### config.mk
export PLATFORM = sky130hd
export DESIGN_NAME = tx_core
export DESIGN_NICKNAME = d
export VERILOG_FILES = /design/src/rtl/tx_core.sv
export SDC_FILE = /design/constraint.sdc
export NUM_CORES = 1
export LEC_CHECK = 0
export ABC_AREA = 1
export CELL_PAD_IN_SITES_DETAIL_PLACEMENT = 0
export CELL_PAD_IN_SITES_GLOBAL_PLACEMENT = 1
export CORE_ASPECT_RATIO = 0.6
export CORE_MARGIN = 10
export CORE_UTILIZATION = 49
export DETAILED_ROUTE_END_ITERATION = 7
export GPL_TIMING_DRIVEN = 1
export PLACE_DENSITY = 0.85
export SYNTH_ARGS = -nofsm -noshare
export SYNTH_HDL_FRONTEND = slang
export SYNTH_SLANG_ARGS = --single-unit
### constraint.sdc
create_clock -name clk -period 4.1 [get_ports clk]
set_input_delay 0.82 -clock clk [delete_from_list [all_inputs] [get_ports clk]]
set_output_delay 0.82 -clock clk [all_outputs]
set_load 0.01 [all_outputs]
### src/rtl/tx_core.sv
// tx_core: UART-style serial transmitter with a small input FIFO.
// Bytes enter over a valid/ready handshake. Each byte is sent LSB first as one frame:
// a start bit (0), DATA_WIDTH data bits, then one stop bit (1).
module tx_core #(
  parameter int unsigned DATA_WIDTH = 8,
  parameter int unsigned BAUD_RATE  = 32'd1667,
  parameter int unsigned FIFO_DEPTH = 4
) (
  input  logic                  clk,
  input  logic                  rst,
  input  logic [DATA_WIDTH-1:0] Tx_data,
  input  logic                  Tx_valid,
  output logic                  Tx_ready,
  output logic                  Tx,
  output logic                  Tx_busy,
  output logic                  Tx_done
);

  localparam int unsigned PTR_W = (FIFO_DEPTH > 1) ? $clog2(FIFO_DEPTH) : 1;
  localparam int unsigned CNT_W = $clog2(FIFO_DEPTH + 1);
  localparam int unsigned TMR_W = (BAUD_RATE > 1) ? $clog2(BAUD_RATE) : 1;
  localparam int unsigned BIT_W = (DATA_WIDTH > 1) ? $clog2(DATA_WIDTH) : 1;

  localparam logic [TMR_W-1:0] TMR_LAST = TMR_W'(BAUD_RATE - 1);
  localparam logic [BIT_W-1:0] BIT_LAST = BIT_W'(DATA_WIDTH - 1);
  localparam logic [CNT_W-1:0] CNT_FULL = CNT_W'(FIFO_DEPTH);

  typedef enum logic [1:0] {
    S_IDLE  = 2'd0,
    S_START = 2'd1,
    S_DATA  = 2'd2,
    S_STOP  = 2'd3
  } state_t;

  // FIFO storage. The pointers wrap naturally because the depth is a power of 2.
  logic [DATA_WIDTH-1:0] mem [FIFO_DEPTH];
  logic [PTR_W-1:0]      wr_ptr_q, wr_ptr_d;
  logic [PTR_W-1:0]      rd_ptr_q, rd_ptr_d;
  logic [CNT_W-1:0]      count_q, count_d;

  // Serialiser state.
  state_t                state_q, state_d;
  logic [TMR_W-1:0]      timer_q, timer_d;
  logic [BIT_W-1:0]      bit_cnt_q, bit_cnt_d;
  logic [DATA_WIDTH-1:0] shift_q, shift_d;
  logic                  tx_q, tx_d;

  logic push;
  logic pop;
  logic fifo_nonempty;
  logic bit_end;

  assign Tx_ready      = (count_q != CNT_FULL);
  assign fifo_nonempty = (count_q != '0);
  assign push          = Tx_valid && Tx_ready;
  assign bit_end       = (timer_q == TMR_LAST);
  assign Tx            = tx_q;
  assign Tx_busy       = (state_q != S_IDLE) || fifo_nonempty;

  // FIFO write port. The contents need no reset: resetting the pointers discards them.
  always_ff @(posedge clk) begin
    if (push) begin
      mem[wr_ptr_q] <= Tx_data;
    end
  end

  // FIFO pointer and occupancy update. A push and a pop on the same edge leave the count unchanged.
  always_comb begin
    wr_ptr_d = wr_ptr_q;
    rd_ptr_d = rd_ptr_q;
    count_d  = count_q;
    if (push) begin
      wr_ptr_d = wr_ptr_q + PTR_W'(1);
    end
    if (pop) begin
      rd_ptr_d = rd_ptr_q + PTR_W'(1);
    end
    case ({push, pop})
      2'b10:   count_d = count_q + CNT_W'(1);
      2'b01:   count_d = count_q - CNT_W'(1);
      default: count_d = count_q;
    endcase
  end

  // Frame sequencer: decides the next state and line level, and when to pop a byte.
  always_comb begin
    state_d   = state_q;
    timer_d   = timer_q;
    bit_cnt_d = bit_cnt_q;
    shift_d   = shift_q;
    tx_d      = tx_q;
    pop       = 1'b0;
    Tx_done   = 1'b0;
    case (state_q)
      S_IDLE: begin
        tx_d    = 1'b1;
        timer_d = '0;
        if (fifo_nonempty) begin
          pop     = 1'b1;
          shift_d = mem[rd_ptr_q];
          tx_d    = 1'b0;
          state_d = S_START;
        end
      end
      S_START: begin
        timer_d = bit_end ? '0 : timer_q + TMR_W'(1);
        if (bit_end) begin
          tx_d      = shift_q[0];
          shift_d   = shift_q >> 1;
          bit_cnt_d = '0;
          state_d   = S_DATA;
        end
      end
      S_DATA: begin
        timer_d = bit_end ? '0 : timer_q + TMR_W'(1);
        if (bit_end) begin
          if (bit_cnt_q == BIT_LAST) begin
            tx_d    = 1'b1;
            state_d = S_STOP;
          end else begin
            tx_d      = shift_q[0];
            shift_d   = shift_q >> 1;
            bit_cnt_d = bit_cnt_q + BIT_W'(1);
          end
        end
      end
      S_STOP: begin
        timer_d = bit_end ? '0 : timer_q + TMR_W'(1);
        if (bit_end) begin
          Tx_done = 1'b1;
          // If another byte is queued, chain straight into its start bit with no idle gap.
          if (fifo_nonempty) begin
            pop     = 1'b1;
            shift_d = mem[rd_ptr_q];
            tx_d    = 1'b0;
            state_d = S_START;
          end else begin
            tx_d    = 1'b1;
            state_d = S_IDLE;
          end
        end
      end
      default: begin
        tx_d    = 1'b1;
        timer_d = '0;
        state_d = S_IDLE;
      end
    endcase
  end

  // State registers. Reset aborts any frame in flight and empties the FIFO.
  always_ff @(posedge clk) begin
    if (rst) begin
      wr_ptr_q  <= '0;
      rd_ptr_q  <= '0;
      count_q   <= '0;
      state_q   <= S_IDLE;
      timer_q   <= '0;
      bit_cnt_q <= '0;
      shift_q   <= '0;
      tx_q      <= 1'b1;
    end else begin
      wr_ptr_q  <= wr_ptr_d;
      rd_ptr_q  <= rd_ptr_d;
      count_q   <= count_d;
      state_q   <= state_d;
      timer_q   <= timer_d;
      bit_cnt_q <= bit_cnt_d;
      shift_q   <= shift_d;
      tx_q      <= tx_d;
    end
  end

endmodule

==> results of run 1 <==
-- final cells by class --
type	count	area (sq um)
multi-input combinational	240	1230
inverter	42	158
clock buffer	9	124
fill	553	2610
clock inverter	7	77.6
tap	84	105
timing repair buffer	14	140
sequential	66	1640
-- state kept, by name, indices dropped and copies added, names as in the netlist, named ones only --
register   flops
shift_q        8
wr_ptr_q       2
count_q        3
rd_ptr_q       2
Tx             1
bit_cnt_q      3
timer_q       11
mem           32
state_q        2
-- critical path, cell delays in order, from the launching register on --
cell and delay (ns):
sky130_fd_sc_hd__dfxtp_1 0.35, sky130_fd_sc_hd__inv_1 0.07, sky130_fd_sc_hd__ha_1 0.19, sky130_fd_sc_hd__nand2_1 0.06, sky130_fd_sc_hd__nor3_1 0.14, sky130_fd_sc_hd__nand3_1 0.12
sky130_fd_sc_hd__nor2_1 0.12, sky130_fd_sc_hd__clkdlybuf4s50_1 0.55
-- cells by family after synthesis --
group | after synthesis
AOI/OAI and AO/OA | 62
adders and majority gates | 15
buffers and inverters | 50
DFF | 66
and+or+nand+nor | 163
-- metal layers --
metal  global-route usage (%)  wire [microns]  part of all wire [%]
met4                     4.57              67                   1.1
met2                     16.4            2150                    36
met1                     19.6            3430                    57
met3                     5.40             380                   6.3
met5                        0               0                     0
-- path summary, 6_finish.rpt --
path	startpoint	cells after the start	end
worst max-delay path	timer_q[0]$_SDFF_PP0_	7	Tx_done
worst min-delay path	count_q[0]$_SDFFE_PP0P_	1	count_q[0]$_SDFFE_PP0P_
worst max register to register	state_q[0]$_SDFFE_PP0P_	10	count_q[2]$_SDFFE_PP0P_
worst min register to register	count_q[0]$_SDFFE_PP0P_	1	count_q[0]$_SDFFE_PP0P_
-- metrics by stage --
stage                     total power [uW]  hold slack [ns]  instances
after CTS                             2240            0.458        462
after global routing                  2430            0.466        462
after global placement                1670            0.432        446
final                                 2230            0.460        462
after floorplan                       1510            0.422        356
after detailed placement              1690            0.446        446
-- where the power goes --
part / total (uW) / leakage, uW / switching, uW / internal (uW)
registers: 880 / 0.000572 / 75.5 / 805
logic: 795 / 0.000676 / 525 / 270
clock network: 556 / 0.0000998 / 272 / 284
total: 2230 / 0.00135 / 873 / 1360
-- cells in the mapped netlist (4+ instances only) --
cell and instances:
sky130_fd_sc_hd__a21oi_1 19, sky130_fd_sc_hd__buf_2 5, sky130_fd_sc_hd__dfxtp_1 34, sky130_fd_sc_hd__edfxtp_1 32
sky130_fd_sc_hd__ha_1 14, sky130_fd_sc_hd__inv_1 38, sky130_fd_sc_hd__inv_2 4, sky130_fd_sc_hd__nand2_1 64
sky130_fd_sc_hd__nand3_1 12, sky130_fd_sc_hd__nand4_1 9, sky130_fd_sc_hd__nor2_1 67, sky130_fd_sc_hd__o21ai_0 31
sky130_fd_sc_hd__o21ai_1 6
==> results.md, run 1 <==
- Area of the core: 6080 sq um
- Hold Buf Count CTS: 0
- Synthesized-area fraction occupied by ao, oa, aoi and oai cells: 10.9%
- Num Clock Sinks: 66
- Final count of hold timing violations: 0
- Std-Cell Rows: 22
- Fin crit share: 67.5%
- Flip-flop and latch count after synthesis: 66
- # nets final: 399
- Die boundary width: 122 microns
- Average vias per placed instance: 4.86
- VDD IR-drop max: 0.000274 V
- Reg2reg setup slack: 1.76 ns
- Top-area cell type share of the netlist area: 31.3%
- Die ar.: 9940 sq um
- Asr flop ratio synth: 0%
- Buffers inserted during post-CTS setup optimization: 0
- Crit Path Max Fanout: 5
- Signal arrival time at the worst endpoint: 1.95 ns
- Post-route clock skew: 0.00869 ns
- Combinational family with the most area after synthesis: simple AND/OR/NAND/NOR gates
- Top_reg_cell synth: sky130_fd_sc_hd__dfxtp_1
- Area of all placed cells without fillers: 3470 sq um
- Synth warn: 0
- Commonest cells after routing, fill and taps aside: sky130_fd_sc_hd__nor2_1, sky130_fd_sc_hd__nand2_1, sky130_fd_sc_hd__inv_1
- Transition time at the pin with the least slew margin: 0.807 ns
- Clock slew at the register clock pins of the worst setup and hold paths: 0.08 ns
- Number of instances in the synthesized netlist: 356
- Number of nets still failing antenna checks after routing: 0
- Global placement routability congestion: 0.839
- Deepest level of the CTS H-tree: 3
- Post-synthesis net count: 382
- Master cell of the clock root buffer: sky130_fd_sc_hd__clkbuf_8
- Wire length of the first global-routing pass: 10.2 mm
- Die Y-Extent: 81.3 microns
- DPL Wire Length: 4.32 mm
- Status: completed
- Area share of and/or/nand/nor cells after synthesis: 22.7%
- Initial Utilization: 50.5%
- Count of cells resized by post-cts repair: 0
- Total number of vias: 2246
- TritonCTS clock tree: done
- Category of the worst setup path capture point: output port
- Setup repair after global routing missed its margin: no
- Post-route setup slack: 1.33 ns
- Antenna violations before repair: 0
- Layout cells sized above 1: 7.14%
- Worst slew margin relative to its limit: 46.0%
- Placed instance area: 3270 sq um
- Adder and majority gate portion of the synthesized area: 6.35%
- Total Neg Setup Slack: 0 ns
- Fraction of the core area covered by cells at the end of the flow: 57.1%
- Maximum number of pins on one net before global-route repair: 19
- Count of final max-slew check failures: 0
- N_diodes: 0
- Iteration-0 DRC Markers: 126
- Leakage power total: 0.00135 uW
- Share of the synthesized netlist area taken by xor and xnor gates: 0%
- Clock buffer depth: 2
- Most area-consuming cells after synthesis: sky130_fd_sc_hd__edfxtp_1, sky130_fd_sc_hd__dfxtp_1, sky130_fd_sc_hd__nor2_1
- Average wire per standard cell: 13.0 microns
- Tmin final: 2.77 ns
- Global router's overall resource usage: 13.2%
- Post-synth EDFFs: 32
- Cell area power density: 642 nW/um^2
- Crit path required time: 3.28 ns
- Most common cell after layout, fill and taps aside: sky130_fd_sc_hd__nor2_1
- Total length of routed wires: 6.03 mm
- Library cells used by synthesis: 28
- I/O pin cnt: 15
- Layout overhead on the synthesized area: 13.1%
- Setup slack at placement: 1.41 ns
- Total gr overflow: 0
- Quantity of I/O buffers inserted on ports: 14
- Via count of the first global-routing pass: 2035
- Fraction of the yosys area taken by sequential cells: 53.4%
- Cell taking the most area after synthesis: sky130_fd_sc_hd__edfxtp_1
- Number of detailed-route iterations in the first pass: 4
- Worst skew pair latency: 0.35 ns
- Kind of critical path: register to output port
- Mean instance size in the synthesized netlist: 8.63 sq um
- Hold WC Path Type: register to register
- Launching element type of the critical path: register
- Fmax: 361 MHz
- Count of unresolved DRC violations after routing: 0
- Post-synthesis mux area share: 0%
- Cell Area, Synth: 3070 sq um
- Number of CTS-inserted buffers: 9
- Setup violation total in the final timing report: 0
- Max cap viols: 0
Power figures use the tool's default switching activity.
==> run 2: changes to the inputs <==
CORE_UTILIZATION = 45   (was 49)
PLACE_DENSITY = 0.79   (was 0.85)
clock period = 2.8 ns   (was 4.1 ns; I/O delays follow)
==> results.md, run 2 (same netlist as run 1, synthesis figures left out) <==
- Commonest cells after routing, fill and taps aside: sky130_fd_sc_hd__nor2_1, sky130_fd_sc_hd__nand2_1, sky130_fd_sc_hd__inv_1
- Average wire per standard cell: 13.4 microns
- Hold WC Path Type: register to register
- Signal arrival time at the worst endpoint: 1.85 ns
- Number of nets still failing antenna checks after routing: 0
- Kind of critical path: register to output port
- Launch point of the worst reg-to-reg path: state_q[0]$_SDFFE_PP0P_
- Launching element type of the critical path: register
- Leakage power total: 0.00142 uW
- Crit path required time: 2.24 ns
- Total Neg Setup Slack: 0 ns
- Final count of hold timing violations: 0
- Cell area power density: 994 nW/um^2
- Tmin final: 2.41 ns
- Total gr overflow: 0
- Cell Chain, Critical Path: inv_1, ha_1, nand2_1, nor3_1, nand3_1, nor2_1, clkdlybuf4s50_1
- I/O pin cnt: 15
- Cell Count, Final, Fillers Out: 472
- Clock buffer depth: 2
- Number of detailed-route iterations in the first pass: 4
- Worst slew margin relative to its limit: 65.4%
- Setup violation total in the final timing report: 0
- Crit Path Max Fanout: 5
- Initial Utilization: 46.2%
- Std-Cell Rows: 23
- Biggest registers after layout: mem (32), timer_q (11), shift_q (8)
- Worst hold path startpoint: count_q[0]$_SDFFE_PP0P_
- Maximum number of pins on one net before global-route repair: 18
- Worst skew pair latency: 0.32 ns
- Iteration-0 DRC Markers: 236
- Via count of the first global-routing pass: 2144
- Most common cell after layout, fill and taps aside: sky130_fd_sc_hd__nor2_1
- Fmax: 415 MHz
- Max cap viols: 0
- Average vias per placed instance: 4.86
- Number of CTS-inserted buffers: 9
- Master cell of the clock root buffer: sky130_fd_sc_hd__clkbuf_16
- Total design power: 3600 uW
- Placed instance area: 3330 sq um
- Total length of routed wires: 6.32 mm
- Count of unresolved DRC violations after routing: 0
- First element of the critical path: timer_q[0]$_SDFF_PP0_
- Buffers inserted during post-CTS setup optimization: 0
- Global router's overall resource usage: 12.3%
- Worst path max stage delay: 0.54 ns
- VDD IR-drop max: 0.000503 V
- Die Y-Extent: 84.0 microns
- Area of the core: 6650 sq um
- Count of final max-slew check failures: 0
- Layout cells sized above 1: 8.05%
- Die boundary width: 127 microns
- N_diodes: 0
- Setup slack at placement: 0.387 ns
- Post-route setup slack: 0.391 ns
- Antenna violations before repair: 0
- Layout overhead on the synthesized area: 17.8%
- Die ar.: 10600 sq um
- Area of all placed cells without fillers: 3620 sq um
- TritonCTS clock tree: done
- # nets final: 406
- Count of cells resized by post-cts repair: 0
- Hold Buf Count CTS: 0
- Category of the worst setup path capture point: output port
- Post-route clock skew: 0.00481 ns
- Status: completed
- Quantity of I/O buffers inserted on ports: 14
- Number of flip-flops in the largest register: 32
- Crit-path slowest cell: sky130_fd_sc_hd__clkdlybuf4s50_1
- Global placement routability congestion: 0.799
- Biggest register: mem
- Num Clock Sinks: 66
- Deepest level of the CTS H-tree: 3
- Wire length of the first global-routing pass: 10.6 mm
- Transition time at the pin with the least slew margin: 0.518 ns
- Total number of vias: 2296
- Number of placed instances with taps included: 456
- Fin crit share: 86.0%
- Number of fill cells: 599
- Setup repair after global routing missed its margin: no
- Clock slew at the register clock pins of the worst setup and hold paths: 0.05 ns
- DPL Wire Length: 4.54 mm
-- run 2: cell count changes in the layout (fill, tap and decap cells not counted) --
| cell | change |
|---|---|
| sky130_fd_sc_hd__clkinv_4 | -2 |
| sky130_fd_sc_hd__buf_4 | +7 |
| sky130_fd_sc_hd__inv_6 | -1 |
| sky130_fd_sc_hd__clkbuf_8 | -9 |
| sky130_fd_sc_hd__clkinv_1 | +1 |
| sky130_fd_sc_hd__clkbuf_1 | +2 |
| sky130_fd_sc_hd__clkbuf_16 | +9 |
-- run 2: final timing paths --
check | end | depth (start not counted) | slack, ns
worst min register to register | count_q[0]$_SDFFE_PP0P_ | 1 | 0.45
worst max-delay path | Tx_done | 7 | 0.39
worst max register to register | count_q[2]$_SDFFE_PP0P_ | 10 | 0.46
worst min-delay path | count_q[0]$_SDFFE_PP0P_ | 1 | 0.45
-- run 2: final cells by class --
type | count | area, sq um | share of cell area (%)
clock inverter | 5 | 55.1 | 1.52
inverter | 42 | 158 | 4.36
multi-input combinational | 240 | 1230 | 34.0
clock buffer | 11 | 233 | 6.43
tap | 87 | 109 | 3.01
sequential | 66 | 1640 | 45.4
timing repair buffer | 21 | 193 | 5.33
-- run 2: per-layer routing --
metal / share of wire [%] / track usage, % / vias to the layer above
met5: 0 / 0 / -
met4: 0.54 / 4.63 / 0
met3: 4.0 / 4.06 / 2
met2: 38 / 15.4 / 37
met1: 57 / 18.4 / 1029
li1: - / - / 1228
-- run 2: critical path: cells and delay by family (launching register included) --
family | cells | cell delay [ns]
adder cells (fa/ha/maj) | 1 | 0.20
AND/OR/NAND/NOR | 4 | 0.38
buffers and inverters | 2 | 0.61
flip-flops | 1 | 0.34
-- run 2: through the flow --
step	hold slack, ns	util, %
after global placement	0.435	50.1
after CTS	0.453	54.4
after detailed placement	0.444	50.1
after global routing	0.461	54.4
after floorplan	0.422	-
final	0.455	54.4
-- run 2: power by group --
| group | internal, uW | leakage (uW) | switching (uW) |
|---|---|---|---|
| logic | 432 | 0.000712 | 832 |
| clock network | 686 | 0.000137 | 389 |
| registers | 1180 | 0.000572 | 77.8 |
| total | 2300 | 0.00142 | 1300 |
